**config.mk**
```make
export PLATFORM = sky130hd
export DESIGN_NAME = mips_dmem_bus_master
export DESIGN_NICKNAME = d
export VERILOG_FILES = /design/src/rtl/mips_dmem_bus_master.sv
export SDC_FILE = /design/constraint.sdc
export NUM_CORES = 1
export LEC_CHECK = 0
export CAP_MARGIN = 5
export CORE_MARGIN = 1.5
export CORE_UTILIZATION = 46
export DETAILED_ROUTE_END_ITERATION = 10
export GPL_TIMING_DRIVEN = 1
export PLACE_DENSITY = 0.82
export SYNTH_ARGS = -nofsm -noshare
export SYNTH_HDL_FRONTEND = slang
export SYNTH_SLANG_ARGS = --single-unit
```
**constraint.sdc**
```tcl
create_clock -name clk -period 3.9 [get_ports clk]
set_input_delay 0.975 -clock clk [delete_from_list [all_inputs] [get_ports clk]]
set_output_delay 0.975 -clock clk [all_outputs]
set_load 0.05 [all_outputs]
```
**src/rtl/mips_dmem_bus_master.sv**
```systemverilog
`default_nettype none
// ============================================================================
// Module      : mips_dmem_bus_master
// Description : M-stage data-memory bus initiator (req/gnt/rvalid) with
//               pipeline stall, timeout/misalign error pulse and load data
//               delayed into the W and W+1 stages.
// Revision    : 1.0 - initial release
// ============================================================================
module mips_dmem_bus_master #(
    parameter int DATA_W   = 32,
    parameter int ADDR_W   = 32,
    parameter int MAX_WAIT = 16
) (
    input  logic              clk,
    input  logic              rst,
    input  logic              req_valid_m,
    input  logic              req_we_m,
    input  logic [ADDR_W-1:0] req_addr_m,
    input  logic [DATA_W-1:0] req_wdata_m,
    output logic              bus_req,
    output logic              bus_we,
    output logic [ADDR_W-1:0] bus_addr,
    output logic [DATA_W-1:0] bus_wdata,
    input  logic              bus_gnt,
    input  logic              bus_rvalid,
    input  logic [DATA_W-1:0] bus_rdata,
    input  logic              bus_err,
    output logic              stall,
    output logic [DATA_W-1:0] data_mem_bus_rd_data_m,
    output logic [DATA_W-1:0] data_mem_bus_rd_data_w,
    output logic [DATA_W-1:0] data_mem_bus_rd_data_w_plus1,
    output logic              err_pulse
);

    localparam int                CNT_W    = $clog2(MAX_WAIT);
    localparam logic [CNT_W-1:0]  CNT_LAST = CNT_W'(MAX_WAIT - 1);

    typedef enum logic [1:0] {
        IDLE   = 2'd0,
        REQ    = 2'd1,
        WAIT_R = 2'd2,
        DONE   = 2'd3
    } state_t;

    state_t              state_q, state_d;
    logic                we_q, we_d;
    logic [ADDR_W-3:0]   addr_q, addr_d;
    logic [DATA_W-1:0]   wdata_q, wdata_d;
    logic [CNT_W-1:0]    cnt_q, cnt_d;
    logic [DATA_W-1:0]   rd_q, rd_d;
    logic                err_q, err_d;
    logic [DATA_W-1:0]   rd_w_q;
    logic [DATA_W-1:0]   rd_w1_q;
    logic                misalign;

    assign misalign = (req_addr_m[1:0] != 2'b00);

    always_comb begin
        state_d = state_q;
        we_d    = we_q;
        addr_d  = addr_q;
        wdata_d = wdata_q;
        cnt_d   = '0;
        rd_d    = rd_q;
        err_d   = err_q;
        bus_req = 1'b0;
        stall   = 1'b0;
        case (state_q)
            IDLE: begin
                stall = req_valid_m;
                if (req_valid_m) begin
                    if (misalign) begin
                        // Misaligned access is rejected locally, no bus traffic.
                        state_d = DONE;
                        rd_d    = '0;
                        err_d   = 1'b1;
                    end else begin
                        state_d = REQ;
                        we_d    = req_we_m;
                        addr_d  = req_addr_m[ADDR_W-1:2];
                        wdata_d = req_wdata_m;
                        err_d   = 1'b0;
                    end
                end
            end
            REQ: begin
                bus_req = 1'b1;
                stall   = 1'b1;
                cnt_d   = cnt_q + CNT_W'(1);
                if (bus_gnt) begin
                    cnt_d   = '0;
                    state_d = we_q ? DONE : WAIT_R;
                end else if (cnt_q == CNT_LAST) begin
                    state_d = DONE;
                    rd_d    = '0;
                    err_d   = 1'b1;
                end
            end
            WAIT_R: begin
                stall = 1'b1;
                cnt_d = cnt_q + CNT_W'(1);
                if (bus_rvalid) begin
                    state_d = DONE;
                    rd_d    = bus_err ? '0 : bus_rdata;
                    err_d   = bus_err;
                end else if (cnt_q == CNT_LAST) begin
                    state_d = DONE;
                    rd_d    = '0;
                    err_d   = 1'b1;
                end
            end
            DONE: begin
                state_d = IDLE;
                err_d   = 1'b0;
            end
            default: begin
                state_d = IDLE;
            end
        endcase
    end

    always_ff @(posedge clk or negedge rst) begin
        if (!rst) begin
            state_q <= IDLE;
            we_q    <= 1'b0;
            addr_q  <= '0;
            wdata_q <= '0;
            cnt_q   <= '0;
            rd_q    <= '0;
            err_q   <= 1'b0;
        end else begin
            state_q <= state_d;
            we_q    <= we_d;
            addr_q  <= addr_d;
            wdata_q <= wdata_d;
            cnt_q   <= cnt_d;
            rd_q    <= rd_d;
            err_q   <= err_d;
        end
    end

    // Load data follows the instruction down the pipe only when it advances.
    always_ff @(posedge clk or negedge rst) begin
        if (!rst) begin
            rd_w_q  <= '0;
            rd_w1_q <= '0;
        end else if (!stall) begin
            rd_w_q  <= rd_q;
            rd_w1_q <= rd_w_q;
        end
    end

    assign bus_we                       = we_q;
    assign bus_addr                     = {addr_q, 2'b00};
    assign bus_wdata                    = wdata_q;
    assign err_pulse                    = (state_q == DONE) && err_q;
    assign data_mem_bus_rd_data_m       = rd_q;
    assign data_mem_bus_rd_data_w       = rd_w_q;
    assign data_mem_bus_rd_data_w_plus1 = rd_w1_q;

endmodule
`default_nettype wire

```
# After elaboration in Yosys (flattened, before gate mapping)
# Index checks and enable logic that the tools add are counted.
[word_totals]
ff_bits = 166
[op_classes]
n_addsub = 1
eq_ne = 7
n_mux = 24
bitwise = 1
n_reduce_logical = 8
[op_table]
columns = ["operator", "count"]
rows = [
  ["32-bit 2-to-1 mux", 6],
  ["32-bit one-hot mux with 3 select lines", 1],
  ["2-bit 2-to-1 mux", 5],
  ["2-bit one-hot mux with 4 select lines", 1],
  ["4-bit one-hot mux with 2 select lines", 1],
  ["1-bit 2-to-1 mux", 7],
  ["2-bit != test (second input constant)", 3],
  ["4-bit by 1-bit adder with 4-bit output (second input constant)", 1],
  ["2-bit equality test (second input constant)", 2],
  ["4-bit equality test (second input constant)", 1],
  ["4-bit 2-to-1 mux", 1],
  ["1-bit one-hot mux with 4 select lines", 1],
  ["4-bit AND reduction", 1],
  ["3-bit AND reduction", 1],
  ["3-bit nonzero test", 1],
  ["2-bit by 1-bit equality test with 1-bit output (second input constant)", 1],
  ["2-bit logical NOT", 1],
  ["1-bit one-hot mux with 2 select lines", 1],
  ["2-bit AND reduction", 1],
  ["2-bit nonzero test", 1],
  ["2-bit OR reduction", 1],
  ["1-bit logical AND", 1],
  ["1-bit NOT", 1],
]

# Longest topological paths before layout
# Gate-level depths: netlist of run 1.
[depth]
depth_word = 4
depth_mapped = 7

# Worst setup path before layout of run 1
# OpenSTA, ideal clock, no wires.
[synth_timing]
kind = "input to output"
startpoint = "input req_valid_m"
endpoint = "output stall"
arrival_time_ns = 1.580
required_time_ns = 2.925
slack_ns = 1.345
path_stages = 4
cell_sequence = "a21oi_1 nor2_1 buf_2 buf_4"
[synth_between]
elab_chain_len = 1
[synth_rtl]
columns = ["item", "line", "rtl"]
rows = [
  ["start, declared", "16", "input logic req_valid_m,"],
  ["1-bit one-hot mux with 2 select lines", "68", "case (state_q)"],
  ["end, declared", "28", "output logic stall,"],
]
# No other way between the ends.

# Final worst setup path of run 1
[layout_timing]
startpoint = "register state_q[1]"
endpoint = "output bus_req"
[layout_between]
elab_chain_len = 2
[layout_rtl]
columns = ["item", "line", "rtl"]
rows = [
  ["start, declared", "45", "state_t state_q, state_d;"],
  ["start signal, assigned", "132", "state_q <= state_d;"],
  ["2-bit by 1-bit equality test with 1-bit output", "68", ""],
  ["1-bit 2-to-1 mux", "68", ""],
  ["end, declared", "20", "output logic bus_req,"],
]
# No other way between the ends.

==> impl.org, run 1 <==
** Clock network
- Clock-pin slew of the registers on the worst-case setup and hold paths :: 0.06 ns
- CTS tree :: done
- Setup fix buffers added after clock tree synthesis :: 0
- Number of clock buffers inserted by TritonCTS :: 17
- Gates resized during post-CTS repair numbered 0.
- Total clock sinks :: 166
- In this run the clock root is driven by a sky130_fd_sc_hd__clkbuf_16.
- CTS Hold Bufs :: 0
- The H-tree generated during clock tree synthesis spans 4 levels.
- The clock passes through at most 2 buffers.
- The clock reaches the later pin of the worst-skew pair after 0.41 ns.

** GRT
- First-pass GRT wire length :: 24900 microns
- Initial antenna violation count :: 1
- GR Overflow Total :: 0
- Overall Global Routing Usage :: 22.5%
- Number of global-route vias before repair :: 4607
- Entering global routing, the biggest net connects 82 pins.

** Outcome
- The run finished with clean final reports.

** Critical path
- The most critical setup path has its startpoint at state_q[1].
- The startpoint identified for the worst register-to-register timing path is state_q[1].
- The worst setup path is launched from a flip-flop.
- Endpoint kind of the worst setup timing path :: output port
- Maximum net fanout on the critical path :: 8
- STA puts the critical path data required time at 2.92 ns.
- Critical path start-end classification :: flip-flop to output port
- At the worst endpoint, the arrival time is ~2.2 ns.

** Synth
- After synthesis, the share of flip-flops with an asynchronous set or reset is 100%.
- Number of enable flip-flop cells after synthesis :: 0
- Top-count cell post-synth :: sky130_fd_sc_hd__dfrtp_1
- Synth top cells by count :: sky130_fd_sc_hd__dfrtp_1 (166), sky130_fd_sc_hd__mux2_2 (127), sky130_fd_sc_hd__a22o_1 (33), sky130_fd_sc_hd__buf_4 (14), sky130_fd_sc_hd__nor2_1 (8)
- Number of synthesized register bits :: between 150 and 200
- Sequential element share of the synthesized area :: 65.1%
- The biggest area contributor in the post-synthesis netlist is sky130_fd_sc_hd__dfrtp_1.
- The synthesized netlist occupies a cell area of 0.00638 sq mm.
- In this run, distinct cell masters in the synthesized netlist total 30.
- Top post-synthesis cells by area :: sky130_fd_sc_hd__dfrtp_1 (65%), sky130_fd_sc_hd__mux2_2 (22%), sky130_fd_sc_hd__a22o_1 (4.5%)
- The Yosys step of the flow raised 0 warnings.
- The synthesized design devotes to its leading area cell type 65.1% of total area.
- Among all flip-flop cells after synthesis, the most frequent one is sky130_fd_sc_hd__dfrtp_1.
- Cell count after synthesis :: 400
- Each instance of the synthesized netlist takes up on average 16.0 sq um.

** Drt
- After detailed routing, the number of vias per cell comes to 5.07.
- Final routed wire length divided by cell count :: 18.4 microns
- The count of nets left with antenna violations once routing finished came out at 0.
- For this block, the routed nets add up to 15800 microns of wire.
- For this block, the via count after detailed routing is roughly 4400.
- After detailed routing, the number of remaining DRC violations is 0.
- Router iterations before antenna repair :: 4
- Initial detailed-routing violation count :: about 180

** Power
- Worst IR Drop VDD :: between 0.0007 and 0.0008 V
- Summing internal, switching and leakage power gives 9.28 mW.
- In this run the static leakage power is 4.36 nW.
- Pwr Density :: 953 mW/mm^2
- Gate power share :: 54.5%
- Of the total power, the clock network draws 16.7%.
- Total internal power :: 5.04 mW
- The share of total power dissipated in sequential elements is around 29%.
- In this run the power spent charging and discharging nets is ~4.2 mW.
- In this run switching power makes up 45.7% of total power.

** STA
- Static timing analysis puts the maximum clock frequency at around 310 MHz.
- Final Hold Violating Endpoints :: 0
- The smallest clock period supported by the final layout is computed as 3.18 ns.
- For the pin with the worst max-slew slack, the measured transition is roughly 0.85 ns.
- Setup repair after global routing missed its margin :: false
- Final clock skew :: 0.00842 ns
- Final worst-path cycle share :: roughly four fifths
- Number of setup violations in the final report :: 0
- Setup total negative slack :: 0 ns
- The max-slew violation count is 0.
- Max-Slew Margin vs Limit :: 43.0%

** Floorplanning
- Vert. Die Dim :: 121 microns
- Chip width :: 121 microns
- The die covers 0.0146 sq mm.
- I/O pin count :: 267
- After floorplanning, the core was sized to cover ~0.013 sq mm.
- The initialized floorplan defines 42 standard-cell rows.
- Once the floorplan was initialized, standard cells occupied 47.6% of the core.

** Finish
- In the final layout, the share of cells above drive strength 1 is 25.4%.
- FILL cells :: around 900
- Ant. Diodes :: 0
- The area growth from synthesis to layout is 52.5%.
- Net total in the final layout :: 779

** Placed design
- Number of buffers added on ports :: 264
- Final weighted congestion of routability-driven global placement :: roughly 0.85
- Post-detailed-placement half-perimeter wirelength :: 11600 microns

** Run
- Max-cap violations in this run came to 0.

** Hold path
- In this run the most critical hold path is launched from cnt_q[0].
- Worst hold-check path type :: flip-flop to flip-flop
## path summary, 6_finish.rpt
check,to,cells past startpoint,slack [ns]
hold / removal,cnt_q[0],1,0.47
hold reg to reg,cnt_q[0],1,0.47
max in group asynchronous,data_mem_bus_rd_data_w_plus1[2],2,2.38
min in group asynchronous,addr_q[22],1,0.59
setup / recovery,bus_req,3,0.72
setup reg to reg,data_mem_bus_rd_data_w[4],6,1.46
## registers in the layout, indices dropped and copies added, names as in the netlist
register,count
cnt_q,4
state_q,2
data_mem_bus_rd_data_m,32
bus_wdata,32
addr_q,30
bus_we,1
err_q,1
data_mem_bus_rd_data_w,32
data_mem_bus_rd_data_w_plus1,32
## cell usage in the layout (no fill, tap or decap), types with 2 or more instances in the layout
cell | Yosys | final
sky130_fd_sc_hd__a21oi_1 | 4 | 4
sky130_fd_sc_hd__a22o_1 | 33 | 33
sky130_fd_sc_hd__buf_4 | 14 | 8
sky130_fd_sc_hd__clkbuf_16 | 0 | 17
sky130_fd_sc_hd__clkbuf_8 | 0 | 3
sky130_fd_sc_hd__clkdlybuf4s50_1 | 0 | 262
sky130_fd_sc_hd__clkinv_2 | 0 | 2
sky130_fd_sc_hd__clkinv_4 | 0 | 5
sky130_fd_sc_hd__clkinvlp_4 | 0 | 2
sky130_fd_sc_hd__conb_1 | 1 | 2
sky130_fd_sc_hd__dfrtp_1 | 166 | 166
sky130_fd_sc_hd__ha_1 | 7 | 7
sky130_fd_sc_hd__inv_1 | 4 | 4
sky130_fd_sc_hd__inv_6 | 0 | 3
sky130_fd_sc_hd__mux2_2 | 127 | 127
sky130_fd_sc_hd__nand3_1 | 2 | 2
sky130_fd_sc_hd__nor2_1 | 8 | 7
sky130_fd_sc_hd__nor2b_1 | 4 | 4
sky130_fd_sc_hd__o21ai_0 | 2 | 2
sky130_fd_sc_hd__o21ai_1 | 3 | 2
## power by group through the flow
stage	sequential (mW)	clock [mW]	combinational [mW]
final	2.67	1.55	5.05
after global routing	2.76	1.67	5.25
after CTS	2.68	1.59	5.10
after detailed placement	2.70	0	5.08
after global placement	2.66	0	5.00
after floorplan	4.68	0	1.38
## area by class of cell
type                    count  area [sq um]  area share (%)
well taps                 176           220            2.26
repair buffers            272          2710            27.9
clock inverters            12          95.1           0.977
inverters                   4          15.0           0.154
clock buffers              20           467            4.80
multi-input cells         208          2070            21.2
flip-flops and latches    166          4150            42.7
## critical path: stages (launching register included)
cell and delay [ns]:
sky130_fd_sc_hd__dfrtp_1 0.46, sky130_fd_sc_hd__inv_1 0.14, sky130_fd_sc_hd__ha_1 0.33, sky130_fd_sc_hd__clkdlybuf4s50_1 0.86
## cell families (layout without fill, tap and decap cells)
group | Yosys count | count (layout) | synth area share, %
adder cells (fa/ha/maj) | 7 | 7 | 1.37
other | 1 | 2 | 0.0588
XOR/XNOR | 2 | 2 | 0.275
multiplexers | 127 | 127 | 22.4
flip-flops | 166 | 166 | 65.1
buffers and inverters | 27 | 308 | 2.88
AO/OA/AOI/OAI | 49 | 49 | 6.22
AND/OR/NAND/NOR | 21 | 21 | 1.69
## per-layer routing
metal | track usage [%] | vias up | routed length (microns)
li1 | - | 1974 | -
met1 | 26.5 | 2183 | 6240
met2 | 39.7 | 160 | 8370
met3 | 4.81 | 32 | 799
met4 | 9.71 | 2 | 405
met5 | 0 | - | 13
## through the flow
step	std cells	setup slack, ns	area, sq um	hold WS (ns)	util (%)
2_1_floorplan	401	1.35	6380	0.432	-
3_3_place_gp	826	0.894	9170	0.442	68.4
3_5_place_dp	826	0.849	9170	0.458	68.4
4_1_cts	858	0.711	9730	0.466	72.6
5_1_grt	858	0.608	9730	0.498	72.6
6_report	858	0.720	9730	0.471	72.6
Note: power is estimated with default switching activity, not from simulation.
==> inputs of run 2 (changes only) <==
--- a/config.mk
+++ b/config.mk
@@ -7,10 +7,10 @@
 export LEC_CHECK = 0
 export CAP_MARGIN = 5
 export CORE_MARGIN = 1.5
-export CORE_UTILIZATION = 46
+export CORE_UTILIZATION = 43
 export DETAILED_ROUTE_END_ITERATION = 10
 export GPL_TIMING_DRIVEN = 1
-export PLACE_DENSITY = 0.82
+export PLACE_DENSITY = 0.78
 export SYNTH_ARGS = -nofsm -noshare
 export SYNTH_HDL_FRONTEND = slang
 export SYNTH_SLANG_ARGS = --single-unit
==> constraint.sdc (replaced) <==
create_clock -name clk -period 3.23 [get_ports clk]
set_input_delay 0.8075 -clock clk [delete_from_list [all_inputs] [get_ports clk]]
set_output_delay 0.8075 -clock clk [all_outputs]
set_load 0.05 [all_outputs]
==> impl.org, run 2 (synthesis results as in run 1) <==
** Clock network
- The post-cts resize count came to 0 (unchanged).
- TritonCTS built the clock tree.
- The number of H-tree branching levels was 4 (unchanged).
- The number of CTS-inserted buffers was 17 (unchanged).
- Setup fix buffers added after clock tree synthesis :: 0 (unchanged)
- Total clock sinks :: 166 (unchanged)
- Clock tree synthesis selected as its root buffer the cell sky130_fd_sc_hd__clkbuf_16.
- Maximum clock insertion buffer count :: 2 (unchanged)
- Clock Latency Late Sink :: 0.42 ns (about the same)
- CTS Hold Bufs :: 0 (unchanged)
- Clock-pin slew of the registers on the worst-case setup and hold paths :: 0.06 ns (about the same)

** Placed design
- The post-detailed-placement half-perimeter wirelength came to 11200 microns (-2.7%).
- The count of placed standard cells including taps was 833 (+0.85%).
- The final estimated routing congestion in global placement is 0.836 (-1.7%).
- Number of buffers added on ports :: 264 (unchanged)

** Drt
- Router iterations before antenna repair :: 4 (unchanged)
- Post-detailed-route DRC marker count :: 0 (unchanged)
- The detailed router's first-iteration violation count came to 145 (-19%).
- The total length of routed wires came to 15700 microns (-0.71%).
- The post-detailed-route wirelength per cell came to 18.2 microns (-1.5%).
- The count of antenna-violating nets left after detailed routing came to 0 (unchanged).
- Via density per instance :: 5.01 (-1.2%)
- The detailed-route via count is 4336 (-0.34%).

** GRT
- Met3 Track Usage GR :: 5.63% (+0.82 points)
- Met1 Track Usage GR :: 23.0% (-3.5 points)
- The leftover overflow at the end of global routing is 0 (unchanged).
- The pin count of the biggest net entering global routing is 65 (-21%).
- Met2 global-route usage :: 37.5% (-2.3 points)
- Number of global-route vias before repair :: 4672 (+1.4%)
- Most congested layer reported by global routing :: met2
- The number of antenna violations at the first check in global routing is 0 (-1).
- Overall Global Routing Usage :: 20.6% (-1.9 points)
- The global-route wire length before repair came to 25200 microns (+1.1%).

** Critical path
- Critical path arrival :: 2.17 ns (-0.04 ns)
- The data required time of the worst path came to 2.42 ns (-0.50 ns).
- STA classifies the critical path endpoint as an output port.
- The maximum fanout along the worst path came to 8 (unchanged).
- The critical path in this run is classified as flip-flop to output port.
- The worst setup path is launched from a flip-flop.

** Power
- The static leakage is 4.40 nW (+0.80%).
- Pwr Density :: 1160 mW/mm^2 (+22%)
- The worst ir drop on vdd came to 0.000705 V (-11%).

** STA
- Final worst-path cycle share :: 92.2%
- Number of setup violations in the final report :: 0 (unchanged)
- Final clock skew :: 0.00813 ns (-0.000292 ns)
- The actual slew at the worst max-slew pin came to 0.573 ns (-0.282 ns).
- Max-Slew Margin vs Limit :: 61.8% (+19 points)
- Number of max-slew violations in the final report :: 0 (unchanged)
- The sum of negative setup slack was 0 ns (unchanged).
- Maximum clock frequency :: 336 MHz
- Setup repair after global routing missed its margin :: false
- Final Hold Violating Endpoints :: 0 (unchanged)
- Min Clock Period, post-route :: 2.98 ns

** Outcome
- The run finished with clean final reports.

** Finish
- Non-filler instance count after layout :: 865 (+0.82%)
- Highest-count cells in the layout ignoring fill and taps :: sky130_fd_sc_hd__clkdlybuf4s50_1 (262), sky130_fd_sc_hd__dfrtp_1 (166), sky130_fd_sc_hd__mux2_2 (127)
- Final cell utilization of the core :: 67.8% (-4.8 points)
- Compared with the post-synthesis result, the final layout area differs by 54.4%.
- Most common library cell in the layout ignoring fill and taps :: sky130_fd_sc_hd__clkdlybuf4s50_1
- The layout cell share with drive strength beyond 1 came to 25.1% (-0.26 points).
- The final layout net count was 778 (-0.13%).
- The antenna diode count came to 0 (unchanged).

** Floorplanning
- The number of placement rows is 44 (+4.8%).
- Floorplan die area :: 0.0156 sq mm (+6.8%)
- The placeable core region was 0.0145 sq mm (+8.5%).
- The horizontal die dimension is 125 microns (+3.3%).
- The number of top-level pins came to 267 (unchanged).
- Vert. Die Dim :: 125 microns (+3.3%)
- The effective utilization at floorplan was 43.9% (-3.7 points).

** Run
- The max-capacitance violation count came to 0 (unchanged).

** Hold path
- The tightest min-delay check is of the input pin to async pin type.
-- run 2: cell count changes in the layout (fill, tap and decap cells not counted) --
cell and change:
sky130_fd_sc_hd__clkbuf_8 +1, sky130_fd_sc_hd__buf_12 +4, sky130_fd_sc_hd__clkinvlp_4 +1, sky130_fd_sc_hd__inv_6 -2
sky130_fd_sc_hd__clkbuf_1 +1, sky130_fd_sc_hd__bufinv_16 +3, sky130_fd_sc_hd__clkinv_2 -1, sky130_fd_sc_hd__clkinv_4 -3
sky130_fd_sc_hd__buf_4 -5
-- run 2: critical path, stage by stage, from the launching register on --
cell	delay [ns]
sky130_fd_sc_hd__dfrtp_1	0.44
sky130_fd_sc_hd__inv_1	0.13
sky130_fd_sc_hd__ha_1	0.33
sky130_fd_sc_hd__clkdlybuf4s50_1	0.86
-- run 2: layer usage --
metal / part of all wire, % / vias to the layer above
li1: - / 1973
met1: 39 / 2200
met2: 54 / 143
met3: 5.0 / 20
met4: 1.7 / 0
met5: 0 / -
-- run 2: worst paths after layout --
check	startpoint	end	slack, ns	cells past startpoint
worst max-delay path	state_q[1]	bus_req	0.25	3
worst min-delay path	rst	data_mem_bus_rd_data_w[15]	0.36	1
worst max register to register	state_q[1]	data_mem_bus_rd_data_m[26]	1.06	6
worst min register to register	cnt_q[0]	cnt_q[0]	0.48	1
max in group asynchronous	rst	data_mem_bus_rd_data_w[11]	2.09	2
min in group clk	cnt_q[0]	cnt_q[0]	0.48	1
-- run 2: cell type report --
cell class              instances  area (sq um)
multi-input cells             208          2070
flip-flops and latches        166          4150
fillers                      1061          4680
clock inverters                10           144
well taps                     184           230
clock buffers                  22           484
inverters                       4          15.0
repair buffers                271          2760
-- run 2: per-stage QoR --
step                power, mW  setup WS, ns  hold slack, ns  cell area [sq um]
finish                   11.5         0.252           0.363               9850
global route             11.9         0.137           0.390               9850
CTS                      11.6         0.228           0.368               9850
detailed placement       9.42         0.514           0.467               9220
global placement         9.30         0.594           0.443               9220
floorplan                7.32          1.01           0.432               6380
-- run 2: power by group --
part / switching (mW) / internal (mW) / total [mW]
clock: 0.807 / 1.30 / 2.11
combinational: 3.86 / 2.27 / 6.13
sequential: 0.420 / 2.80 / 3.22
